`src/rtl/instr_encoder_if.sv`:
```
// instr_encoder_if: request and instruction-memory write bundle for instr_encoder.
//   slave  modport: encoder side (consumes requests, drives the write port).
//   master modport: loader side (drives requests, observes the write port).
//   op_valid/op_ready  request handshake
//   op_kind, rs, rt, rd, imm  symbolic request fields
//   im_we, im_addr, im_wdata  instruction-memory write port
interface instr_encoder_if #(
  parameter int unsigned pc_width    = 8,
  parameter int unsigned instr_width = 9
);
  logic                   op_valid;
  logic                   op_ready;
  logic [3:0]             op_kind;
  logic [3:0]             rs;
  logic [3:0]             rt;
  logic [3:0]             rd;
  logic [7:0]             imm;
  logic                   im_we;
  logic [pc_width-1:0]    im_addr;
  logic [instr_width-1:0] im_wdata;

  modport slave (
    input  op_valid, op_kind, rs, rt, rd, imm,
    output op_ready, im_we, im_addr, im_wdata
  );

  modport master (
    output op_valid, op_kind, rs, rt, rd, imm,
    input  op_ready, im_we, im_addr, im_wdata
  );
endinterface

```
`src/rtl/instr_encoder.sv`:
```
// instr_encoder: packs symbolic operation requests into 9-bit instruction words
// and streams them into instruction memory at consecutive addresses.
// Ports:
//   clk, reset    clock, synchronous active-high reset
//   start         pulse: clear address/flags and enter RUN (wins over a request)
//   bus           instr_encoder_if.slave: request handshake + memory write port
//   done          HALT has been written
//   err_illegal   sticky: a request was rejected
//   err_full      sticky: memory overflowed
// Build option: define ENC_FIELD_CHECK_EN to enforce per-operation field ranges;
// otherwise fields are offset and truncated unchecked and only op_kind 15 is rejected.
module instr_encoder #(
  parameter int unsigned pc_width    = 8,
  parameter int unsigned instr_width = 9
) (
  input  logic           clk,
  input  logic           reset,
  input  logic           start,
  instr_encoder_if.slave bus,
  output logic           done,
  output logic           err_illegal,
  output logic           err_full
);

  localparam int unsigned WORD_W = 9;

  typedef enum logic [1:0] {
    ST_IDLE   = 2'd0,
    ST_RUN    = 2'd1,
    ST_HALTED = 2'd2,
    ST_FULL   = 2'd3
  } state_e;

  typedef enum logic [3:0] {
    OP_AND  = 4'd0,
    OP_SLT  = 4'd1,
    OP_OR   = 4'd2,
    OP_JR   = 4'd3,
    OP_LW   = 4'd4,
    OP_SW   = 4'd5,
    OP_ADD  = 4'd6,
    OP_ADDI = 4'd7,
    OP_SUB  = 4'd8,
    OP_TR   = 4'd9,
    OP_BEQ  = 4'd10,
    OP_SRL  = 4'd11,
    OP_SRA  = 4'd12,
    OP_SLL  = 4'd13,
    OP_HALT = 4'd14,
    OP_RSVD = 4'd15
  } op_e;

  localparam logic [WORD_W-1:0]   HALT_WORD = 9'b111_0000_11;
  localparam logic [pc_width-1:0] ADDR_LAST = {pc_width{1'b1}};

  op_e                    kind_c;
  logic [WORD_W-1:0]      word_c;
  logic                   range_ok_c;
  logic                   legal_c;
  logic [3:0]             rs_m4_c;
  logic [3:0]             rs_m5_c;
  logic [3:0]             rd_m1_c;
  logic [3:0]             rd_m8_c;

  state_e                 state_q, state_d;
  logic [pc_width-1:0]    addr_q, addr_d;
  logic                   op_ready_q, op_ready_d;
  logic                   im_we_q, im_we_d;
  logic [pc_width-1:0]    im_addr_q, im_addr_d;
  logic [instr_width-1:0] im_wdata_q, im_wdata_d;
  logic                   done_q, done_d;
  logic                   err_illegal_q, err_illegal_d;
  logic                   err_full_q, err_full_d;

  assign kind_c = op_e'(bus.op_kind);

  // Field packing: register numbers are rebased to the decoder's field origin, then truncated.
  always_comb begin : encode
    rs_m4_c = bus.rs - 4'd4;
    rs_m5_c = bus.rs - 4'd5;
    rd_m1_c = bus.rd - 4'd1;
    rd_m8_c = bus.rd - 4'd8;
    word_c  = '0;
    case (kind_c)
      OP_AND, OP_SLT, OP_OR, OP_JR:
        word_c = {3'b000, rs_m4_c[1:0], bus.rt[1:0], bus.op_kind[1:0]};
      OP_LW:   word_c = {3'b001, rs_m4_c[1:0], bus.rd[1:0], 2'b00};
      OP_SW:   word_c = {3'b001, rs_m4_c[1:0], bus.rt[1:0], 2'b01};
      OP_ADD:  word_c = {3'b010, rs_m4_c[1:0], bus.rt[1:0], rd_m8_c[1:0]};
      OP_SUB:  word_c = {3'b100, rs_m4_c[1:0], bus.rt[1:0], rd_m8_c[1:0]};
      OP_ADDI: word_c = {3'b011, rd_m8_c[1:0], bus.rs[1:0], bus.imm[1:0]};
      OP_TR:   word_c = {3'b101, rd_m1_c[2:0], rs_m5_c[2:0]};
      OP_BEQ:  word_c = {3'b110, rs_m4_c[1:0], bus.rt[1:0], 2'b00};
      OP_SRL:  word_c = {3'b111, rs_m4_c[1:0], bus.rt[1:0], 2'b00};
      OP_SRA:  word_c = {3'b111, rs_m4_c[1:0], bus.rt[1:0], 2'b01};
      OP_SLL:  word_c = {3'b111, rs_m4_c[1:0], bus.rt[1:0], 2'b10};
      OP_HALT: word_c = HALT_WORD;
      default: word_c = '0;
    endcase
  end

`ifdef ENC_FIELD_CHECK_EN
  logic rs_std_c;
  logic rt_std_c;

  // Per-operation operand ranges; fields an operation does not use are ignored.
  always_comb begin : range_check
    rs_std_c   = (bus.rs >= 4'd4) && (bus.rs <= 4'd7);
    rt_std_c   = (bus.rt <= 4'd3);
    range_ok_c = 1'b1;
    case (kind_c)
      OP_AND, OP_SLT, OP_OR, OP_JR:
        range_ok_c = rs_std_c && rt_std_c && (bus.rd == 4'd11);
      OP_LW:   range_ok_c = rs_std_c && (bus.rd <= 4'd3);
      OP_SW:   range_ok_c = rs_std_c && rt_std_c;
      OP_ADD, OP_SUB:
        range_ok_c = rs_std_c && rt_std_c && (bus.rd >= 4'd8) && (bus.rd <= 4'd11);
      OP_ADDI:
        range_ok_c = (bus.rd >= 4'd8) && (bus.rd <= 4'd11) && (bus.rs <= 4'd3) &&
                     (bus.imm <= 8'd3);
      OP_TR:
        range_ok_c = (bus.rs >= 4'd5) && (bus.rs <= 4'd12) &&
                     (bus.rd >= 4'd1) && (bus.rd <= 4'd8);
      OP_BEQ:  range_ok_c = rs_std_c && rt_std_c;
      OP_SRL, OP_SRA, OP_SLL:
        range_ok_c = rs_std_c && rt_std_c && (bus.rd == bus.rs);
      default: range_ok_c = 1'b1;
    endcase
  end
`else
  assign range_ok_c = 1'b1;
`endif

  assign legal_c = (kind_c != OP_RSVD) && range_ok_c;

  // State and output registers.
  always_ff @(posedge clk) begin
    if (reset) begin
      state_q       <= ST_IDLE;
      addr_q        <= '0;
      op_ready_q    <= 1'b0;
      im_we_q       <= 1'b0;
      im_addr_q     <= '0;
      im_wdata_q    <= '0;
      done_q        <= 1'b0;
      err_illegal_q <= 1'b0;
      err_full_q    <= 1'b0;
    end else begin
      state_q       <= state_d;
      addr_q        <= addr_d;
      op_ready_q    <= op_ready_d;
      im_we_q       <= im_we_d;
      im_addr_q     <= im_addr_d;
      im_wdata_q    <= im_wdata_d;
      done_q        <= done_d;
      err_illegal_q <= err_illegal_d;
      err_full_q    <= err_full_d;
    end
  end

  // Next-state and output logic; start overrides any request in the same cycle.
  always_comb begin : fsm
    state_d       = state_q;
    addr_d        = addr_q;
    im_we_d       = 1'b0;
    im_addr_d     = im_addr_q;
    im_wdata_d    = im_wdata_q;
    done_d        = done_q;
    err_illegal_d = err_illegal_q;
    err_full_d    = err_full_q;

    if (start) begin
      state_d       = ST_RUN;
      addr_d        = '0;
      done_d        = 1'b0;
      err_illegal_d = 1'b0;
      err_full_d    = 1'b0;
    end else begin
      case (state_q)
        ST_RUN: begin
          if (bus.op_valid) begin
            if (!legal_c) begin
              err_illegal_d = 1'b1;
            end else begin
              im_we_d    = 1'b1;
              im_addr_d  = addr_q;
              im_wdata_d = instr_width'(word_c);
              if (kind_c == OP_HALT) begin
                state_d = ST_HALTED;
                done_d  = 1'b1;
              end else if (addr_q == ADDR_LAST) begin
                // Last slot written; stop rather than wrap onto address 0.
                state_d    = ST_FULL;
                err_full_d = 1'b1;
              end else begin
                addr_d = addr_q + pc_width'(1);
              end
            end
          end
        end
        default: state_d = state_q;
      endcase
    end

    op_ready_d = (state_d == ST_RUN);
  end

  assign bus.op_ready = op_ready_q;
  assign bus.im_we    = im_we_q;
  assign bus.im_addr  = im_addr_q;
  assign bus.im_wdata = im_wdata_q;
  assign done         = done_q;
  assign err_illegal  = err_illegal_q;
  assign err_full     = err_full_q;

endmodule

```
`src/flat_wrapper.sv`:
```
// flat-port wrapper written by rule: the top's interface ports become plain ports
module instr_encoder_flat 
#(
  parameter int unsigned pc_width    = 8,
  parameter int unsigned instr_width = 9
)
  (clk, reset, start, done, err_illegal, err_full, bus_op_valid, bus_op_kind, bus_rs, bus_rt, bus_rd, bus_imm, bus_op_ready, bus_im_we, bus_im_addr, bus_im_wdata);
  instr_encoder_if #(.pc_width(pc_width), .instr_width(instr_width)) bus_i ();
  input  logic clk;
  input  logic reset;
  input  logic start;
  output logic done;
  output logic err_illegal;
  output logic err_full;
  input wire logic [$bits(bus_i.op_valid)-1:0] bus_op_valid;
  input wire logic [$bits(bus_i.op_kind)-1:0] bus_op_kind;
  input wire logic [$bits(bus_i.rs)-1:0] bus_rs;
  input wire logic [$bits(bus_i.rt)-1:0] bus_rt;
  input wire logic [$bits(bus_i.rd)-1:0] bus_rd;
  input wire logic [$bits(bus_i.imm)-1:0] bus_imm;
  output wire logic [$bits(bus_i.op_ready)-1:0] bus_op_ready;
  output wire logic [$bits(bus_i.im_we)-1:0] bus_im_we;
  output wire logic [$bits(bus_i.im_addr)-1:0] bus_im_addr;
  output wire logic [$bits(bus_i.im_wdata)-1:0] bus_im_wdata;
  assign bus_i.op_valid = bus_op_valid;
  assign bus_i.op_kind = bus_op_kind;
  assign bus_i.rs = bus_rs;
  assign bus_i.rt = bus_rt;
  assign bus_i.rd = bus_rd;
  assign bus_i.imm = bus_imm;
  assign bus_op_ready = bus_i.op_ready;
  assign bus_im_we = bus_i.im_we;
  assign bus_im_addr = bus_i.im_addr;
  assign bus_im_wdata = bus_i.im_wdata;
  instr_encoder #(.pc_width(pc_width), .instr_width(instr_width)) u_core (.clk(clk), .reset(reset), .start(start), .bus(bus_i), .done(done), .err_illegal(err_illegal), .err_full(err_full));
endmodule
```
`config.mk`:
```
export PLATFORM = sky130hd
export DESIGN_NAME = instr_encoder_flat
export DESIGN_NICKNAME = d
export VERILOG_FILES = /design/src/rtl/instr_encoder_if.sv /design/src/rtl/instr_encoder.sv /design/src/flat_wrapper.sv
export SDC_FILE = /design/constraint.sdc
export NUM_CORES = 1
export LEC_CHECK = 0
export ABC_AREA = 1
export BUFFER_PORTS_ARGS = -buffer_cell sky130_fd_sc_hd__buf_4
export CAP_MARGIN = 20
export CORE_MARGIN = 2
export CORE_UTILIZATION = 52
export DETAILED_ROUTE_END_ITERATION = 16
export GPL_TIMING_DRIVEN = 0
export MAX_ROUTING_LAYER = met4
export PLACE_DENSITY_LB_ADDON = 0.1
export SLEW_MARGIN = 10
export SYNTH_ARGS = -nofsm -noshare
export SYNTH_HDL_FRONTEND = slang
export SYNTH_SLANG_ARGS = --single-unit
```
`constraint.sdc`:
```
create_clock -name clk -period 1.5 [get_ports clk]
set_input_delay 0.075 -clock clk [delete_from_list [all_inputs] [get_ports clk]]
set_output_delay 0.075 -clock clk [all_outputs]
set_load 0.03 [all_outputs]
```
==> impl_metrics.csv <==
group,metric,value,unit
logic_synthesis,yosysMostFrequentCell,"nand2_1",
grt,grt_max_degree,11,
clock_tree,cts_tree,"built",
timing,fin_setup_tns,0,ns
drt,ant_nets,0,
die,core,3340,µm²
timing,maxSlewViolCount,0,
timing,setup_violations,0,
worst_setup_path,crit_top_cell,"nor2_1",
logic_synthesis,synthTopCellsByCount,"76 x nand2_1, 32 x dfxtp_1, 32 x inv_1",
final_layout,antenna_cells,0,
worst_setup_path,start_kind,"register",
timing,finalHoldViolCount,0,
worst_setup_path,cp-end-kind,"register",
grt,grt_first_pass_wirelength,6810,µm
clock_tree,post-cts-setup-buffers,0,
logic_synthesis,ys_seq_area_share,35.5,%
logic_synthesis,ys_types,29,
final_layout,layout.nets,346,
logic_synthesis,ys_top_cells_by_area,"dfxtp_1 36%, nand2_1 16%, inv_1 6.7%, nor2_1 6.2%, a21oi_1 6.1%",
timing,worstMarginPinSlew,0.498,ns
place,dp_hpwl,3100,µm
drt,wire_per_inst,11.1,µm
die,start_util,54.1,%
die,die_x,62.9,µm
worst_setup_path,reg2reg_slack,0.12,ns
logic_synthesis,syn_nets,298,
logic_synthesis,postSynthCellCount,267,
logic_synthesis,synth_edf_count,0,
pwr,ir_drop,0.000502,V
worst_setup_path,cp_cell_sequence,"ha_2, nand3_1, nand3_4, inv_2, nor2_1, nor2_1",
timing,grt_setup_unrepaired,"no",
clock_tree,htree_levels,2,
timing,fin_crit,1.38,ns
clock_tree,clk_path_buf_depth,2,
place,gp_congestion,0.859,
grt,gr-total-overflow,0,
grt,grt_antenna_before_repair,0,
clock_tree,clkTransAtPathRegs,0.10,ns
drt,first_pass_iters,4,
logic_synthesis,syn-cell-area,1800,µm²
timing,fin_crit_sh,91.9,%
place,port_buffers,39,
grt,grtUsageTotal,22.2,%
worst_setup_path,slowest_delay,0.39,ns
die,io_pins,50,
final_layout,drive_gt1_share,25.4,%
hold_path,min_path_type,"in2reg",
drt,drc_errors,0,
pwr,power.density,734,nW/µm²
clock_tree,clockRootBuffer,"clkbuf_4",
outcome,run_status,"finished clean",
logic_synthesis,yosysTopAreaCell,"dfxtp_1",
logic_synthesis,yosys_warnings,0,
place,placed_area,2150,µm²
grt,grt_pass1_vias,1568,
logic_synthesis,synthFlopType,"dfxtp_1",
worst_setup_path,crit_slowest_cell,"dfxtp_1",
drt,drt-initial-drc-count,91,
worst_setup_path,cp.arrival,1.61,ns
flow_run,cap_violations,0,
worst_setup_path,crit_path_max_fanout,9,
timing,skew,0.00786,ns
pwr,p_leak,1.10,nW
drt,drt_wl_total,4010,µm
final_layout,fin_util,66.7,%
clock_tree,cts_buffers,5,
logic_synthesis,synthArstFlopShare,0,%
die,dieArea,3960,µm²
clock_tree,clock_latency,0.32,ns
worst_setup_path,worstSetupPathType,"reg2reg",
final_layout,area_delta_synth_final,23.3,%
logic_synthesis,yosysTopAreaCellShare,35.5,%
pwr,total_power,0.00163,W
final_layout,fin_area,2220,µm²
logic_synthesis,syn_area_per_cell,6.76,µm²
drt,routed_via_density,4.86,
timing,slew_headroom,66.8,%
worst_setup_path,cp.required,1.73,ns
logic_synthesis,ys_seq_elements,32,
timing,fmax,726,MHz
die,core.rowCount,21,
clock_tree,cts_sinks,32,
die,fp.dieH,62.9,µm
drt,routed-via-count,1755,
## routing by layer
metal,wire length (µm),part of all wire (%),track usage [%],vias up
met5,0,0,-,-
li1,-,-,-,935
met3,176,4.4,5.77,6
met1,1810,45,26.7,774
met2,1970,49,36.3,40
met4,55,1.4,6.67,0
## flip-flops by register name, indices dropped and copies added, names as in the netlist
| name | count |
|---|---|
| u_core.bus.op_ready | 1 |
| u_core.addr_q | 8 |
| u_core.err_illegal | 1 |
| u_core.bus.im_addr | 8 |
| u_core.bus.im_wdata | 9 |
| u_core.done | 1 |
| u_core.bus.im_we | 1 |
| u_core.state_q | 2 |
| u_core.err_full | 1 |
## metrics by stage
stage | worst slack [ns] | hold slack (ns) | cells
floorplan | 0.296 | 0.144 | 267
finish | 0.122 | 0.0174 | 361
global route | 0.00553 | 0.0307 | 361
detailed placement | 0.0878 | 0.299 | 352
global placement | 0.115 | 0.295 | 352
CTS | 0.0609 | 0.0136 | 361
## cells in the final DEF, fill, tap and decap left out, drive strengths merged
cell type / count
inv: 37
a21oi: 25
xor2: 2
nor3: 2
clkinv: 1
dlygate4sd3: 2
xnor2: 2
nand4: 4
nand2: 86
ha: 3
dfxtp: 32
nor3b: 1
nand3: 16
buf: 43
o21ai: 13
o21a: 3
nor2: 36
clkbuf: 7
## power by group
part,switching (W),leakage (nW),internal (W)
Sequential,0.0000125,0.260,0.000869
Combinational,0.000185,0.810,0.000115
Clock,0.000279,0.0281,0.000172
## critical path: cells and delay by family, from the launching register on
kind | cells | cell delay (ns)
AND/OR/NAND/NOR | 4 | 0.52
flip-flops | 1 | 0.39
adder cells (fa/ha/maj) | 1 | 0.25
buffers and inverters | 1 | 0.10
## cell type report
cell class / count / area (µm²)
multi-input combinational: 193 / 982
fill: 320 / 1110
timing repair buffer: 41 / 313
sequential: 32 / 642
buffer: 5 / 45.0
tap: 46 / 57.6
clock buffer: 6 / 41.3
inverter: 37 / 139
clock inverter: 1 / 5.00
## final timing paths
kind / start / cells after the start / endpoint
worst max-delay path: u_core.addr_q[0] / 6 / u_core.addr_q[0]
worst max register to register: u_core.addr_q[0] / 6 / u_core.addr_q[0]
worst min-delay path: bus_rt[1] / 3 / u_core.bus.im_wdata[3]
worst min register to register: u_core.done / 2 / u_core.done
## cell families after synthesis
group	after synthesis	synth area share [%]
AOI/OAI and AO/OA	41	13.0
xor gates and xnor gates	4	1.94
adders and majority gates	3	2.08
buffers and inverters	42	10.2
DFF	32	35.5
and+or+nand+nor	145	37.2
## timing repair
| item | 4_1_cts | 5_1_grt |
|---|---|---|
| hold buffers | 2 | 0 |
| gates resized for setup | 0 | 3 |
| hold endpoints to repair | 6 | 0 |
| endpoints found under the setup margin | 0 | 9 |
Power figures use the tool's default switching activity.
